**src/rtl/pm_loader.sv**
```systemverilog
// Serial program loader for the PicoBlaze program memory. It frames UART bytes into
// 18-bit instructions, writes them to BRAM port A and answers each frame with ACK or NAK.
module pm_loader #(
  parameter logic [7:0]      START_BYTE     = 8'hA5,
  parameter logic [7:0]      ACK_BYTE       = 8'h06,
  parameter logic [7:0]      NAK_BYTE       = 8'h15,
  parameter int unsigned     TO_W           = 24,
  parameter logic [TO_W-1:0] TIMEOUT_CYCLES = TO_W'(5_000_000)
) (
  input  logic        clk,
  input  logic        rst_n,
  input  logic [7:0]  rx_data,
  input  logic        rx_valid,
  output logic [7:0]  tx_data,
  output logic        tx_valid,
  input  logic        tx_ready,
  input  logic [9:0]  cpu_address,
  output logic [9:0]  pm_address,
  output logic [17:0] pm_data,
  output logic [3:0]  pm_we,
  output logic        cpu_reset,
  output logic        busy
);

  typedef enum logic [2:0] {
    S_IDLE,
    S_CNT_HI,
    S_CNT_LO,
    S_W0,
    S_W1,
    S_W2,
    S_CHK,
    S_RESP
  } state_t;

  localparam logic [TO_W-1:0] TO_LAST = TIMEOUT_CYCLES - TO_W'(1);

  state_t            r_state;
  state_t            w_state_nx;

  logic [TO_W-1:0]   r_timer;
  logic [9:0]        r_idx;
  logic [9:0]        r_last;
  logic [7:0]        r_sum;
  logic [1:0]        r_b0;
  logic [7:0]        r_b1;
  logic [17:0]       r_pm_data;
  logic [3:0]        r_pm_we;
  logic [7:0]        r_tx_data;
  logic              r_tx_valid;
  logic              r_cpu_reset;
  logic              r_pass;

  logic              w_busy;
  logic              w_timing;
  logic              w_start;
  logic              w_expired;
  logic              w_handshake;
  logic [7:0]        w_sum;

  // State register
  always_ff @(posedge clk or negedge rst_n) begin
    if (!rst_n) begin
      r_state <= S_IDLE;
    end else begin
      r_state <= w_state_nx;
    end
  end

  // Next-state logic
  always_comb begin
    w_state_nx = r_state;
    case (r_state)
      S_IDLE:   if (w_start)  w_state_nx = S_CNT_HI;
      S_CNT_HI: if (rx_valid) w_state_nx = S_CNT_LO;
      S_CNT_LO: if (rx_valid) w_state_nx = S_W0;
      S_W0:     if (rx_valid) w_state_nx = S_W1;
      S_W1:     if (rx_valid) w_state_nx = S_W2;
      S_W2:     if (rx_valid) w_state_nx = (r_idx == r_last) ? S_CHK : S_W0;
      S_CHK:    if (rx_valid) w_state_nx = S_RESP;
      S_RESP:   if (w_handshake) w_state_nx = S_IDLE;
      default:  w_state_nx = S_IDLE;
    endcase
    if (w_expired) begin
      w_state_nx = S_RESP;
    end
  end

  // State-derived decodes
  always_comb begin
    w_busy      = (r_state != S_IDLE);
    w_timing    = w_busy && (r_state != S_RESP);
    w_start     = (r_state == S_IDLE) && rx_valid && (rx_data == START_BYTE);
    // An arriving byte always beats the timeout in the same cycle.
    w_expired   = w_timing && !rx_valid && (r_timer == TO_LAST);
    w_handshake = (r_state == S_RESP) && r_tx_valid && tx_ready;
    w_sum       = r_sum + rx_data;
  end

  // Datapath: word assembly, checksum, write pulse, response and timer
  always_ff @(posedge clk or negedge rst_n) begin
    if (!rst_n) begin
      r_timer     <= '0;
      r_idx       <= '0;
      r_last      <= '0;
      r_sum       <= '0;
      r_b0        <= '0;
      r_b1        <= '0;
      r_pm_data   <= '0;
      r_pm_we     <= '0;
      r_tx_data   <= '0;
      r_tx_valid  <= 1'b0;
      r_cpu_reset <= 1'b0;
      r_pass      <= 1'b0;
    end else begin
      r_pm_we <= '0;

      if (rx_valid || !w_timing || w_expired) begin
        r_timer <= '0;
      end else begin
        r_timer <= r_timer + TO_W'(1);
      end

      if (w_timing && rx_valid) begin
        r_sum <= w_sum;
      end

      // The index advances in the cycle the write is presented, so the
      // write address seen on pm_address is still the old index.
      if (r_pm_we != '0) begin
        r_idx <= r_idx + 10'd1;
      end

      case (r_state)
        S_IDLE: begin
          if (w_start) begin
            r_cpu_reset <= 1'b1;
            r_sum       <= '0;
            r_idx       <= '0;
          end
        end
        S_CNT_HI: if (rx_valid) r_last[9:8] <= rx_data[1:0];
        S_CNT_LO: if (rx_valid) r_last[7:0] <= rx_data;
        S_W0:     if (rx_valid) r_b0 <= rx_data[1:0];
        S_W1:     if (rx_valid) r_b1 <= rx_data;
        S_W2: begin
          if (rx_valid) begin
            r_pm_we   <= 4'b0011;
            r_pm_data <= {r_b0, r_b1, rx_data};
          end
        end
        S_CHK: begin
          if (rx_valid) begin
            r_tx_valid <= 1'b1;
            r_pass     <= (w_sum == 8'h00);
            r_tx_data  <= (w_sum == 8'h00) ? ACK_BYTE : NAK_BYTE;
          end
        end
        S_RESP: begin
          if (w_handshake) begin
            r_tx_valid <= 1'b0;
            if (r_pass) begin
              r_cpu_reset <= 1'b0;
            end
          end
        end
        default: ;
      endcase

      if (w_expired) begin
        r_tx_valid <= 1'b1;
        r_pass     <= 1'b0;
        r_tx_data  <= NAK_BYTE;
      end
    end
  end

  assign tx_data    = r_tx_data;
  assign tx_valid   = r_tx_valid;
  assign pm_data    = r_pm_data;
  assign pm_we      = r_pm_we;
  assign cpu_reset  = r_cpu_reset;
  assign busy       = w_busy;
  assign pm_address = w_busy ? r_idx : cpu_address;

endmodule

```
**config.mk**
```make
export PLATFORM = sky130hd
export DESIGN_NAME = pm_loader
export DESIGN_NICKNAME = d
export VERILOG_FILES = /design/src/rtl/pm_loader.sv
export SDC_FILE = /design/constraint.sdc
export NUM_CORES = 1
export LEC_CHECK = 0
export BUFFER_PORTS_ARGS = -buffer_cell sky130_fd_sc_hd__buf_4
export CAP_MARGIN = 20
export CORE_MARGIN = 3
export CORE_UTILIZATION = 30
export CTS_CLUSTER_DIAMETER = 120
export DETAILED_ROUTE_END_ITERATION = 8
export SYNTH_ARGS = -nofsm -noshare
export SYNTH_HDL_FRONTEND = slang
export SYNTH_SLANG_ARGS = --single-unit
export TNS_END_PERCENT = 5
```
**constraint.sdc**
```tcl
create_clock -name clk -period 2.5 [get_ports clk]
set_clock_uncertainty 0.05 [all_clocks]
set_input_delay 0.5 -clock clk [delete_from_list [all_inputs] [get_ports clk]]
set_output_delay 0.5 -clock clk [all_outputs]
set_load 0.05 [all_outputs]
```
==> metrics.md <==
| Metric | Value |
|---|---|
| TritonCTS clock tree | built |
| Largest net degree at the start of global routing | 54 |
| RSZ-0062 raised after global routing | false |
| Register area share after synthesis | a little under half |
| Initial antenna violation count | 0 |
| Die area | 17,100 um2 |
| P&R area growth vs syn | 21.4% |
| Clock-pin slew on the worst setup and hold paths | ~0.06 ns |
| Clk Latency, worst-skew pair | approximately 0.34 ns |
| Sequential share of power | ~34% |
| Critical path launch point type | flip-flop |
| Post-DRT Antenna Nets | 0 |
| Vias in the first global route | 3,415 |
| Max Freq | around 0.43 GHz |
| Power Density | 1270 nW/um2 |
| Worst EP arrival | ~2.5 ns |
| Final number of max-transition violations | 0 |
| Count of buffers from port buffering | 58 |
| P_leak | ~0.0026 uW |
| Asr flop ratio synth | 100% |
| CP Data Required Time | ~2.7 ns |
| Flop and latch count out of synthesis | just under 90 |
| Final hold vios | 0 |
| Synth Cell Area | 4670 um2 |
| EDFF count, synth | 0 |
| CP max FO | 2 |
| Finished Cell Area | around 5700 um2 |
| Worst Reg-to-Reg Cells | 8 |
| Via-to-Cell Ratio | 4.95 |
| Sink Count | just under 90 |
| Mapped Cells | 475 |
| Reg-to-reg startpoint | r_sum[0]$_DFF_PN0_ |
| Sw Share | a little over two fifths |
| Outcome | finished clean |
| # nets final | 574 |
| Final setup vio count | 0 |
| # rows | 44 |
| Total Wirelength | 11.1 mm |
| Cell taking the most area after synthesis | dfrtp_1 |
| Average cell area after synthesis | ~10 um2 |
| Inserted Diodes | 0 |
| CP Capture Type | flip-flop |
| Post-route setup TNS | 0 ns |
| Crit Path Category | flip-flop to flip-flop |
| Worst slew margin relative to its limit | 55.8% |
| Int Pwr | between 4000 and 5000 uW |
| Worst-margin pin slew | 0.660 ns |
| Number of I/O pins | between 60 and 70 |
| Reg2reg setup slack | about 0.15 ns |
| Post-route clock period utilization | a little over nine tenths |
| Overall Power | roughly 7000 uW |
| Core area | about 15,000 um2 |
| Drt pass-1 iters | 4 |
| Area contributors post-synth | dfrtp_1 48%, nand2_1 8.2%, xor2_1 5.1%, mux2_2 4.8%, nor2_1 3.9% |
| Starting DRT DRC Count | roughly 310 |
| Synth top area share | between 40% and 50% |
| Clock power share | between 20% and 30% |
| Post-Place Cells | a little over 700 |
| Most frequent cells in the layout | 102 x nand2_1, 89 x dfrtp_1, 72 x buf_4, 48 x nor2_1, 27 x xor2_1 |
| Initial Util | a little under a third |
| Die extent in y | around 130 um |
| Routed via count | approximately 3,600 |
| Detailed Place HPWL | ~8.2 mm |
| Drt drc | 0 |
| Htree depth | 3 |
| Max Cap Viol | 0 |
| R2r endpoint | tx_data[0]$_DFFE_PN0P_ |
| RePlAce Congestion | slightly above 0.8 |
| NetSw | 3110 uW |
| Post-CTS setup buffers | 0 |
| Overall global routing resource usage | about 13% |
| Most common cell after layout, fill and taps aside | nand2_1 |
| GRT overflow | 0 |
| Share of layout cells above drive strength 1 | a little under a quarter |
| Top FF cell, synth | dfrtp_1 |
| Max Root-Sink Buffers | 2 |
| Routed length per instance | around 15 um |
| Min Tclk post-route | ~2.4 ns |
| Clock buffer count from CTS | 9 |
| HP Class | input port to asynchronous set/reset pin |
| Die width | roughly 130 um |
| First-pass GRT wire length | 18.1 mm |
| Root Driver | clkbuf_16 |
| Layout Cells excl Fill | 731 |
| Combinational share of power | a little under half |
| Fillers | 1,446 |
| Area post-placement | 5350 um2 |
| Distinct cells, synth | 63 |
| Peak VDD IR | approximately 0.41 mV |
| Ys Warns | 0 |
## metal layers
| layer | GRT usage (%) | vias to the layer above | wire length [um] |
|---|---|---|---|
| met5 | 0 | - | 0 |
| met4 | 5.26 | 0 | 183 |
| met3 | 2.40 | 13 | 391 |
| met2 | 20.1 | 79 | 5200 |
| met1 | 19.4 | 1764 | 5290 |
| li1 | - | 1766 | - |
## logic make-up (layout without fill, tap and decap cells)
logic type / after synthesis / after routing / share of synthesized area [%]
simple gates: 230 / 230 / 24.5
flops: 89 / 89 / 47.7
compound gates: 44 / 44 / 6.80
xor+xnor: 44 / 44 / 8.25
buf+inv: 30 / 97 / 3.59
mux: 27 / 27 / 6.32
fa+ha+maj: 10 / 10 / 2.84
other cells: 1 / 6 / 0.0802
## cell type report
class                   instances  area, um2  share of cell area [%]
well taps                     184        230                    4.06
clock buffers                  10        229                    4.04
inverters                       8       30.0                   0.529
repair buffers                 73        561                    9.88
flip-flops and latches         89       2230                    39.3
multi-input cells             361       2300                    40.6
clock inverters                 6       92.6                    1.63
## how the worst max path moves through the flow
stage | start | endpoint | slack [ns] | cells after the start
finish | r_sum[0]$_DFF_PN0_ | tx_data[0]$_DFFE_PN0P_ | 0.15 | 8
global route | r_sum[0]$_DFF_PN0_ | r_sum[6]$_DFF_PN0_ | 0.02 | 8
CTS | r_sum[0]$_DFF_PN0_ | tx_data[1]$_DFFE_PN0P_ | 0.09 | 7
detailed placement | rx_data[0] | tx_data[1]$_DFFE_PN0P_ | -0.17 | 8
global placement | rx_data[0] | tx_data[1]$_DFFE_PN0P_ | -0.13 | 8
floorplan | rx_data[0] | tx_data[1]$_DFFE_PN0P_ | 0.09 | 7
## per-stage QoR
step	hold WS, ns	util [%]	setup WS [ns]
floorplan	0.154	-	0.0935
global placement	0.403	36.0	-0.135
detailed placement	0.405	36.0	-0.168
CTS	0.0928	38.1	0.0947
global route	0.110	38.2	0.0232
finish	0.0789	38.2	0.147
## power groups by stage
| stage | Sequential [uW] | Combinational (uW) | Clock, uW |
|---|---|---|---|
| after floorplan | 2750 | 2040 | 0 |
| after global placement | 2420 | 3260 | 0 |
| after detailed placement | 2440 | 3310 | 0 |
| after CTS | 2420 | 3330 | 1480 |
| after global routing | 2490 | 3630 | 1550 |
| final | 2420 | 3330 | 1440 |
## timing repair
| item | CTS | global route |
|---|---|---|
| hold buffers | 0 | 0 |
| gates resized for setup | 0 | 1 |
| setup endpoints to repair | 0 | 2 |
## flip-flops by register name, indices dropped and copies added (netlist names), 2 cells and up
| name | flops |
|---|---|
| r_last | 10 |
| tx_data | 3 |
| r_b0 | 2 |
| r_timer | 24 |
| pm_data | 18 |
| r_state | 3 |
| r_b1 | 8 |
| r_idx | 10 |
| r_sum | 8 |
## cells in the mapped netlist (3+ instances only)
cell	number
a21o_1	3
a21oi_1	11
dfrtp_1	89
and4_1	6
nand4b_1	3
xnor2_1	17
and3_1	9
o21ai_0	8
nand4_1	14
buf_4	11
nor2_1	48
nor4_1	8
nor3_1	8
mux2_2	20
inv_1	6
mux2i_1	7
buf_2	5
nand3_1	9
nand2_1	102
xor2_1	27
clkbuf_1	5
ha_1	9
## critical path, cell delays in order, from the launching register on
cell and delay, ns:
dfrtp_1 0.38, ha_1 0.21, fa_1 0.41, a211o_1 0.28, buf_4 0.14, nand4_1 0.09
o311ai_2 0.13, nor4_1 0.39, a31oi_1 0.13
No activity file was read; power rests on OpenSTA's default activity.
